===== config.mk =====
export PLATFORM = sky130hd
export DESIGN_NAME = acc_result_ring_wrapper
export DESIGN_NICKNAME = d
export VERILOG_FILES = /design/src/rtl/acc_result_ring_wrapper.sv
export SDC_FILE = /design/constraint.sdc
export NUM_CORES = 2
export LEC_CHECK = 0
export ABC_CLOCK_PERIOD_IN_PS = 4990
export BUFFER_PORTS_ARGS = -buffer_cell sky130_fd_sc_hd__buf_2
export CAP_MARGIN = 20
export CORE_MARGIN = 2
export CORE_UTILIZATION = 34
export DETAILED_ROUTE_END_ITERATION = 10
export HOLD_SLACK_MARGIN = 0.05
export PLACE_DENSITY = 0.52
export SLEW_MARGIN = 20
export SYNTH_ARGS = -nofsm -noshare
export SYNTH_HDL_FRONTEND = slang
export SYNTH_SLANG_ARGS = --single-unit

===== constraint.sdc =====
create_clock -name clk -period 4.99 [get_ports clk]
set_clock_uncertainty 0.1 [all_clocks]
set_input_delay 0.998 -clock clk [delete_from_list [all_inputs] [get_ports clk]]
set_output_delay 0.998 -clock clk [all_outputs]
set_load 0.005 [all_outputs]

===== src/rtl/acc_result_ring_wrapper.sv =====
// acc_result_ring_wrapper: config-port decode shell around a pipelined accelerator.
// Stages operand words, dispatches jobs on START, reserves a ring slot per job,
// captures results in issue order and returns them via config loads or a pop port.
// Optional: define ACC_RING_DROP_COUNT_EN for a saturating drop counter in status[47:32].
module acc_result_ring_wrapper #(
  parameter int DEPTH         = 16,
  parameter int PTR_BITS      = 4,
  parameter int OPERAND_WORDS = 4,
  parameter int RESULT_WORDS  = 2
) (
  input  logic                          clk,
  input  logic                          rst_n,
  input  logic                          config_hsk,
  input  logic [15:0]                   config_addr,
  input  logic [63:0]                   config_data,
  input  logic                          config_load,
  output logic                          cfg_ready,
  output logic                          rd_valid,
  output logic [63:0]                   rd_data,
  output logic                          acc_in_valid,
  input  logic                          acc_in_ready,
  output logic [OPERAND_WORDS*64-1:0]   acc_in_data,
  input  logic                          acc_out_valid,
  input  logic [RESULT_WORDS*64-1:0]    acc_out_data,
  output logic                          buffer_val,
  output logic [RESULT_WORDS*64-1:0]    buffer_data,
  input  logic                          buffer_pop,
  output logic [PTR_BITS-1:0]           buffer_idx,
  output logic [DEPTH-1:0]              buffer_entries_val,
  output logic [PTR_BITS:0]             occupancy,
  output logic                          err
);
  localparam int          RW       = RESULT_WORDS*64;
  localparam logic [15:0] A_OPND   = 16'h0100;
  localparam logic [15:0] A_START  = 16'h0200;
  localparam logic [15:0] A_RES    = 16'h0300;
  localparam logic [15:0] A_STAT   = 16'h0400;
  localparam logic [15:0] A_CLR    = 16'h0408;
  localparam logic [PTR_BITS:0] OCC_FULL = (PTR_BITS+1)'(DEPTH);

  logic [PTR_BITS-1:0] head_q, head_d, tail_q, tail_d, curr_q, curr_d;
  logic [PTR_BITS:0]   occ_q, occ_d, issued_q, issued_d;
  logic [DEPTH-1:0]    vld_q, vld_d;
  logic [DEPTH-1:0][RW-1:0]            ent_q, ent_d;
  logic [OPERAND_WORDS-1:0][63:0]      opnd_q, opnd_d;
  logic                acc_in_valid_q, acc_in_valid_d;
  logic                rd_valid_q, rd_valid_d;
  logic [63:0]         rd_data_q, rd_data_d;
  logic                err_q, err_d;
  logic [15:0]         drop_cnt;
  logic [63:0]         status, rdata;

  logic is_ld, is_st, start_req, start_ok, start_drop, fill, orphan, ld_pop, pop, clr;
  logic full, empty;

  assign full       = (occ_q == OCC_FULL);
  assign empty      = (occ_q == '0);
  assign cfg_ready  = !full && !acc_in_valid_q;
  assign is_ld      = config_hsk && config_load;
  assign is_st      = config_hsk && !config_load;
  assign start_req  = is_st && (config_addr == A_START);
  assign start_ok   = start_req && cfg_ready;
  assign start_drop = start_req && !cfg_ready;
  assign clr        = is_st && (config_addr == A_CLR);
  // An issued count of zero means nobody is waiting for this result (e.g. after reset).
  assign fill       = acc_out_valid && (issued_q != '0);
  assign orphan     = acc_out_valid && (issued_q == '0);
  assign buffer_val = vld_q[head_q];
  // Reading the last result word consumes the entry, so a load sequence drains the ring.
  assign ld_pop     = is_ld && (config_addr == A_RES + 16'(8*(RESULT_WORDS-1)));
  assign pop        = (buffer_pop || ld_pop) && buffer_val;

`ifdef ACC_RING_DROP_COUNT_EN
  logic [15:0] drop_q, drop_d;
  logic [1:0]  drop_ev;
  // Saturating count of dropped STARTs and orphan results; a clear store resets it.
  always_comb begin
    drop_ev = {1'b0, start_drop} + {1'b0, orphan};
    drop_d  = clr ? 16'h0 : drop_q;
    if (drop_ev != 2'd0)
      drop_d = (drop_d > 16'hFFFF - 16'(drop_ev)) ? 16'hFFFF : drop_d + 16'(drop_ev);
  end
  // Drop counter register.
  always_ff @(posedge clk or negedge rst_n)
    if (!rst_n) drop_q <= '0;
    else        drop_q <= drop_d;
  assign drop_cnt = drop_q;
`else
  assign drop_cnt = 16'h0;
`endif

  // Status word and load-data mux; unmapped loads return zero.
  always_comb begin
    status = '0;
    status[47:32]        = drop_cnt;
    status[PTR_BITS+3:3] = occ_q;
    status[2]            = full;
    status[1]            = empty;
    status[0]            = err_q;
    rdata = '0;
    for (int j = 0; j < RESULT_WORDS; j++)
      if (config_addr == A_RES + 16'(8*j)) rdata = ent_q[head_q][j*64 +: 64];
    if (config_addr == A_STAT) rdata = status;
  end

  // Next-state: pointers, counts, ring contents, operand staging, response and error.
  always_comb begin
    head_d         = head_q;
    tail_d         = tail_q;
    curr_d         = curr_q;
    occ_d          = occ_q;
    issued_d       = issued_q;
    vld_d          = vld_q;
    ent_d          = ent_q;
    opnd_d         = opnd_q;
    acc_in_valid_d = acc_in_valid_q;
    rd_valid_d     = is_ld;
    rd_data_d      = is_ld ? rdata : rd_data_q;
    err_d          = err_q;

    // Operands are frozen while a job is waiting on the accelerator.
    if (is_st && !acc_in_valid_q)
      for (int i = 0; i < OPERAND_WORDS; i++)
        if (config_addr == A_OPND + 16'(8*i)) opnd_d[i] = config_data;

    if (start_ok) begin
      acc_in_valid_d = 1'b1;
      tail_d         = tail_q + PTR_BITS'(1);
    end else if (acc_in_valid_q && acc_in_ready) begin
      acc_in_valid_d = 1'b0;
    end

    if (fill) begin
      ent_d[curr_q] = acc_out_data;
      vld_d[curr_q] = 1'b1;
      curr_d        = curr_q + PTR_BITS'(1);
    end

    if (pop) begin
      vld_d[head_q] = 1'b0;
      head_d        = head_q + PTR_BITS'(1);
    end

    if (start_ok && !pop)      occ_d = occ_q + (PTR_BITS+1)'(1);
    else if (!start_ok && pop) occ_d = occ_q - (PTR_BITS+1)'(1);

    if (start_ok && !fill)      issued_d = issued_q + (PTR_BITS+1)'(1);
    else if (!start_ok && fill) issued_d = issued_q - (PTR_BITS+1)'(1);

    if (clr)                   err_d = 1'b0;
    if (start_drop || orphan)  err_d = 1'b1;
  end

  // State registers; ring data resets to a recognisable per-index pattern.
  always_ff @(posedge clk or negedge rst_n) begin
    if (!rst_n) begin
      head_q         <= '0;
      tail_q         <= '0;
      curr_q         <= '0;
      occ_q          <= '0;
      issued_q       <= '0;
      vld_q          <= '0;
      opnd_q         <= '0;
      acc_in_valid_q <= 1'b0;
      rd_valid_q     <= 1'b0;
      rd_data_q      <= '0;
      err_q          <= 1'b0;
      for (int i = 0; i < DEPTH; i++)
        for (int w = 0; w < RESULT_WORDS; w++)
          ent_q[i][w*64 +: 64] <= {48'hDEAD_BEEF_0000, 16'(i)};
    end else begin
      head_q         <= head_d;
      tail_q         <= tail_d;
      curr_q         <= curr_d;
      occ_q          <= occ_d;
      issued_q       <= issued_d;
      vld_q          <= vld_d;
      ent_q          <= ent_d;
      opnd_q         <= opnd_d;
      acc_in_valid_q <= acc_in_valid_d;
      rd_valid_q     <= rd_valid_d;
      rd_data_q      <= rd_data_d;
      err_q          <= err_d;
    end
  end

  assign rd_valid           = rd_valid_q;
  assign rd_data            = rd_data_q;
  assign acc_in_valid       = acc_in_valid_q;
  assign acc_in_data        = opnd_q;
  assign buffer_data        = ent_q[head_q];
  assign buffer_idx         = head_q;
  assign buffer_entries_val = vld_q;
  assign occupancy          = occ_q;
  assign err                = err_q;

endmodule

# [Word level (Yosys, flattened, before mapping)]
# Cells that the tools add are included.
# Widths: inputs -> output; s select.
[op_classes] n_addsub=6 n_lt_le_gt_ge=4 eq_ne=10 n_mux=24 bitwise_logic=3 reduce_logical=39
[ops] operator="$bwmux 2048" count=1
[ops] operator="$bmux 128 s4" count=1
[ops] operator="$demux 128 s4" count=1
[ops] operator="$mux 128" count=2
[ops] operator="$mux 64" count=3
[ops] operator="$eq 16x9->1 const B" count=4
[ops] operator="$eq 16x10->1 const B" count=3
[ops] operator="$eq 16x11->1 const B" count=2
[ops] operator="$mux 16" count=2
[ops] operator="$mux 5" count=4
[ops] operator="$logic_and 1x1->1" count=19
[ops] operator="$and 16x16->16" count=1
[ops] operator="$not 16->16" count=1
[ops] operator="$or 16x16->16" count=1
[ops] operator="$add 5x1->5 const B" count=2
[ops] operator="$logic_not 5->1" count=2
[ops] operator="$lt 4x5->1 const B" count=2
[ops] operator="$sub 5x1->5 const B" count=2
[ops] operator="$add 4x1->4 const B" count=2
[ops] operator="$demux 1 s4" count=2
[ops] operator="$ge 4x1->1 const B" count=2
[ops] operator="$reduce_and 2->1" count=4
[ops] operator="$reduce_bool 2->1" count=4
[ops] operator="$logic_not 1->1" count=7
[ops] operator="other kinds (5)" count=12
[totals] regBits=2405 in_bits=215 output_inout_bits=478 wordCells=115

# [Logic depth before layout (Yosys ltp)]
[depth] word_depth=8 depth_mapped=17 mapped_depth_nobuf=13

# [Worst setup path after synthesis]
# OpenSTA, ideal clock, no wires.
[synth_path] path_kind="input -> register" start="in config_addr[4]" end="reg occ_q[4], in the netlist occupancy[4]" arrival_ns=4.320 required_ns=4.810 slack_ns=0.490 path_stages=17 path_cell_list="or4_1 clkbuf_1 nor4_4 and3_1 buf_2 o21a_1 buf_2 buf_2 inv_1 ha_1 inv_1 ha_1 nor2b_1 o21a_1 or3_1 a21oi_1 xnor2_1"
[synth_via] elab_chain_cells=7
[synth_lines] item="from (decl)" line_no="14" rtl="input logic [15:0] config_addr,"
[synth_lines] item="$eq 16x10->1" line_no="70" rtl="assign ld_pop = is_ld && (config_addr == A_RES + 16'(8*(RESULT_WORDS-1)));"
[synth_lines] item="$logic_and 1x1->1" line_no="70"
[synth_lines] item="$logic_or 1x1->1" line_no="71" rtl="assign pop = (buffer_pop || ld_pop) && buffer_val;"
[synth_lines] item="$logic_and 1x1->1" line_no="71"
[synth_lines] item="$logic_not 1->1" line_no="144" rtl="if (start_ok && !pop) occ_d = occ_q + (PTR_BITS+1)'(1);"
[synth_lines] item="$logic_and 1x1->1" line_no="144"
[synth_lines] item="$mux 5 or $reduce_bool 2->1 (tied branches)"
[synth_lines] item="to (signal assigned)" line_no="160" rtl="occ_q <= '0;"
[synth_lines] item="to (signal assigned)" line_no="175" rtl="occ_q <= occ_d;"
[synth_lines] item="to (decl)" line_no="42" rtl="logic [PTR_BITS:0] occ_q, occ_d, issued_q, issued_d;"
# Several ways; a longest one is shown, not always the timed one.
# A chain may end at the register's enable or synchronous reset.

# [Worst setup path after layout]
[layout_path] start="reg head_q[0], in the netlist buffer_idx[0]" end="out buffer_data[56]"
[layout_via] elab_chain_cells=2
[layout_lines] item="from (decl)" line_no="41" rtl="logic [PTR_BITS-1:0] head_q, head_d, tail_q, tail_d, curr_q, curr_d;"
[layout_lines] item="from (signal assigned)" line_no="157" rtl="head_q <= '0;"
[layout_lines] item="from (signal assigned)" line_no="172" rtl="head_q <= head_d;"
[layout_lines] item="$bmux 128 s4" line_no="191" rtl="assign buffer_data = ent_q[head_q];"
[layout_lines] item="$mux 128 (not written as such)" line_no="191"
[layout_lines] item="to (decl)" line_no="26" rtl="output logic [RESULT_WORDS*64-1:0] buffer_data,"
# No other way between the ends. The select of a mux whose other input is x is not followed.

==> impl_metrics.toml <==
[power_and_ir_drop]
p_clk_share_pct = 23.5
pwr-share-comb_pct = 37.1
ir_drop_mv = 0.7517
p_int_w = 0.05856
powerDensity_nw_per_um2 = 697.7
total_power_w = 0.08684
p_seq_share_pct = 39.4
p_leak_nw = 54.76
switching_share_pct = 32.57
p_switching_w = 0.02828

[worst_setup_path]
path_common_cell = "buf_12"
cp.required_ns = 3.89
crit_fanout = 39
slowest_stage = "a22oi_1"
setup.worst_path.start_class = "flip-flop"
reg2reg_depth = 14
path_cells = "buf_4 > buf_12 > buf_12 > mux4_2 > a22oi_1 > nand2_1 > buf_2"
reg2reg_to = "occupancy[4]"
regToRegStartpoint = "buffer_idx[1]"
arrival_ns = 3.66
reg2reg_slack_ns = 0.83
end_kind = "output pin"
path_class = "flip-flop to output pin"
slowest_delay_ns = 0.60

[timing]
finalHoldViolCount = 0
slew_headroom_pct = 24.39
period_needed_ns = 4.756
finalCritPeriodShare_pct = 95.30
maxSlewViolCount = 0
fmax_mhz = 210.3
final.setup.tns_ns = 0
whs_ns = 0.03406
worst_pin_slew_ns = 1.134
setup_viol = 0
grt_setup_unrepaired = "no"

[global_route]
track_usage_pct = 21.57
overflow = 0
grt_max_degree = 128
grt_pass1_wl_um = 497300
grt_pass1_vias = 66180
antenna_found_initial = 101

[floorplanning]
fp.dieH_um = 563.4
die_w_um = 563.4
rows = 205
core_area_um2 = 311600
start_util_pct = 34.14
dieArea_um2 = 317400
ioPinCount = 693

[placement]
dp_hpwl_um = 210000
io_buffer_count = 692
gp_congestion = 0.7984
placedInstanceArea_um2 = 115200
dp.cells = 10980

[detailed_routing]
firstDrtPassIters = 5
ant_nets = 0
drc = 0
vias_per_cell = 5.367
routed_wl_um = 345800
wl_per_cell_um = 30.01
dr.first_iter.drc_count = 3796
vias = 61840

[clocking]
clock_path_buffers = 4
cts_tree = "yes"
cts_num_sinks = 2405
clock_latency_ns = 0.88
root_buffer = "clkbuf_16"
clkSlewWorstSetupHoldPaths_ns = 0.06
h-tree-depth = 5
cts_buffers = 279

[logic_synthesis]
mappedNetlistNets = 6789
yosysWarnings = 0
async_flop_share_pct = 100.0
synth.distinct_cells = 52
synth_seq_cells = 2405
synthFlopType = "dfrtp_1"
yosysSeqAreaShare_pct = 57.54
synth_edf_count = 0
synthesis.instances = 6555
syn_area_um2 = 106400
syn_area_per_cell_um2 = 16.23

[finish]
instances_no_fill = 11520
area_growth_pct = 16.97
fillers = 28690
layout.nets = 7360
design_area_um2 = 124500
drive_above_1_share_pct = 67.50

[flow_run]
max_cap_violations = 0

[run_status]
status = "complete, no violations"

[min_path]
hold_path_class = "input pin to asynchronous set/reset pin"
metrics by stage:
stage               utilization (%)  worst slack, ns
global placement              36.95           0.4564
detailed placement            36.95           0.5126
finish                        39.94           0.2344
global route                  39.93          0.05037
floorplan                         -           0.4897
CTS                           39.91           0.1200
flip-flops by register name, summed over array words and instances, names as in the netlist:
register / flops
ent_q: 2048
acc_in_data: 256
rd_data: 64
buffer_entries_val: 16
issued_q: 5
occupancy: 5
buffer_idx: 4
curr_q: 4
acc_in_valid: 1
err: 1
rd_valid: 1
power by group through the flow:
stage	clock [W]	combinational [W]	sequential (W)
CTS	0.0210	0.0330	0.0342
global route	0.0219	0.0343	0.0352
floorplan	0	0.0212	0.0329
detailed placement	0	0.0327	0.0345
global placement	0	0.0322	0.0340
finish	0.0204	0.0322	0.0342
Yosys cell counts, drive strengths merged, types with 4 or more instances:
master / n / share of area (%)
clkbuf: 355 / 1.3
o22ai: 5 / 0.029
a21oi: 67 / 0.32
nand4: 6 / 0.035
a31oi: 8 / 0.047
nor3: 5 / 0.055
o21ai: 17 / 0.080
o21a: 7 / 0.049
ha: 17 / 0.20
a21o: 4 / 0.028
mux2i: 16 / 0.15
nand2: 146 / 0.52
a32oi: 16 / 0.13
a221o: 56 / 0.53
mux4: 509 / 11
nor2b: 8 / 0.047
or4: 4 / 0.035
nor4: 4 / 0.038
xnor2: 12 / 0.099
nand3: 30 / 0.14
nor2: 8 / 0.028
inv: 29 / 0.10
nand2b: 4 / 0.024
mux2: 2313 / 25
a22oi: 246 / 1.7
buf: 230 / 1.1
dfstp: 832 / 21
dfrtp: 1573 / 37
worst max-delay path, delay by kind of cell (launching register included):
kind | cells | cell delay, ns
simple gates | 1 | 0.14
mux | 1 | 0.55
compound gates | 1 | 0.60
flops | 1 | 0.47
buf+inv | 4 | 0.93
how the worst max path moves through the flow:
stage	from	endpoint	slack [ns]	cells past startpoint
final	buffer_idx[0]	buffer_data[56]	0.23	7
after global routing	buffer_idx[3]	buffer_data[70]	0.05	6
after CTS	buffer_idx[3]	buffer_data[70]	0.12	6
after detailed placement	buffer_idx[0]	buffer_data[34]	0.51	6
after global placement	buffer_idx[0]	buffer_data[34]	0.46	6
after floorplan	config_addr[4]	occupancy[4]	0.49	17
layout make-up:
type | count | area, um^2 | share of cell area (%)
Antenna cell | 33 | 82.58 | 0.06635
Clock buffer | 435 | 8324 | 6.688
Clock inverter | 71 | 769.5 | 0.6183
Inverter | 30 | 112.6 | 0.09048
Multi-Input combinational cell | 3535 | 42790 | 34.39
Sequential cell | 2405 | 61230 | 49.20
Tap cell | 4140 | 5180 | 4.162
Timing Repair Buffer | 875 | 5959 | 4.788
layer usage:
metal	vias up	share of wire (%)	global-route usage (%)
met5	-	0.092	0
met4	50	4.4	8.825
met3	635	5.2	4.153
met2	1591	49	36.28
met1	33800	41	27.19
li1	25770	-	-
layout by cell type, fill, tap and decap left out, types with 37 or more instances in the layout:
master | synthesis | final
clkbuf_1 | 355 | 95
dfrtp_1 | 1573 | 1569
buf_4 | 0 | 96
a22oi_1 | 246 | 240
clkbuf_8 | 0 | 48
buf_2 | 160 | 691
mux2_4 | 60 | 60
buf_12 | 6 | 84
mux2_2 | 2239 | 2239
nand2_1 | 146 | 145
clkbuf_16 | 0 | 292
clkinv_2 | 0 | 37
mux4_2 | 509 | 509
a21oi_1 | 67 | 67
dfstp_2 | 832 | 832
a221o_1 | 56 | 56
kinds of logic after synthesis:
logic type	share of synthesized area [%]
xor+xnor	0.1235
compound gates	2.999
buf+inv	2.464
mux	35.61
flops	57.54
simple gates	1.023
fa+ha+maj	0.2375
repair_timing:
item	4_1_cts	5_1_grt
setup endpoints to repair	21	0
buffers inserted	6	0
hold buffers	0	0
resized for setup	10	0
Power figures use the tool's default switching activity.
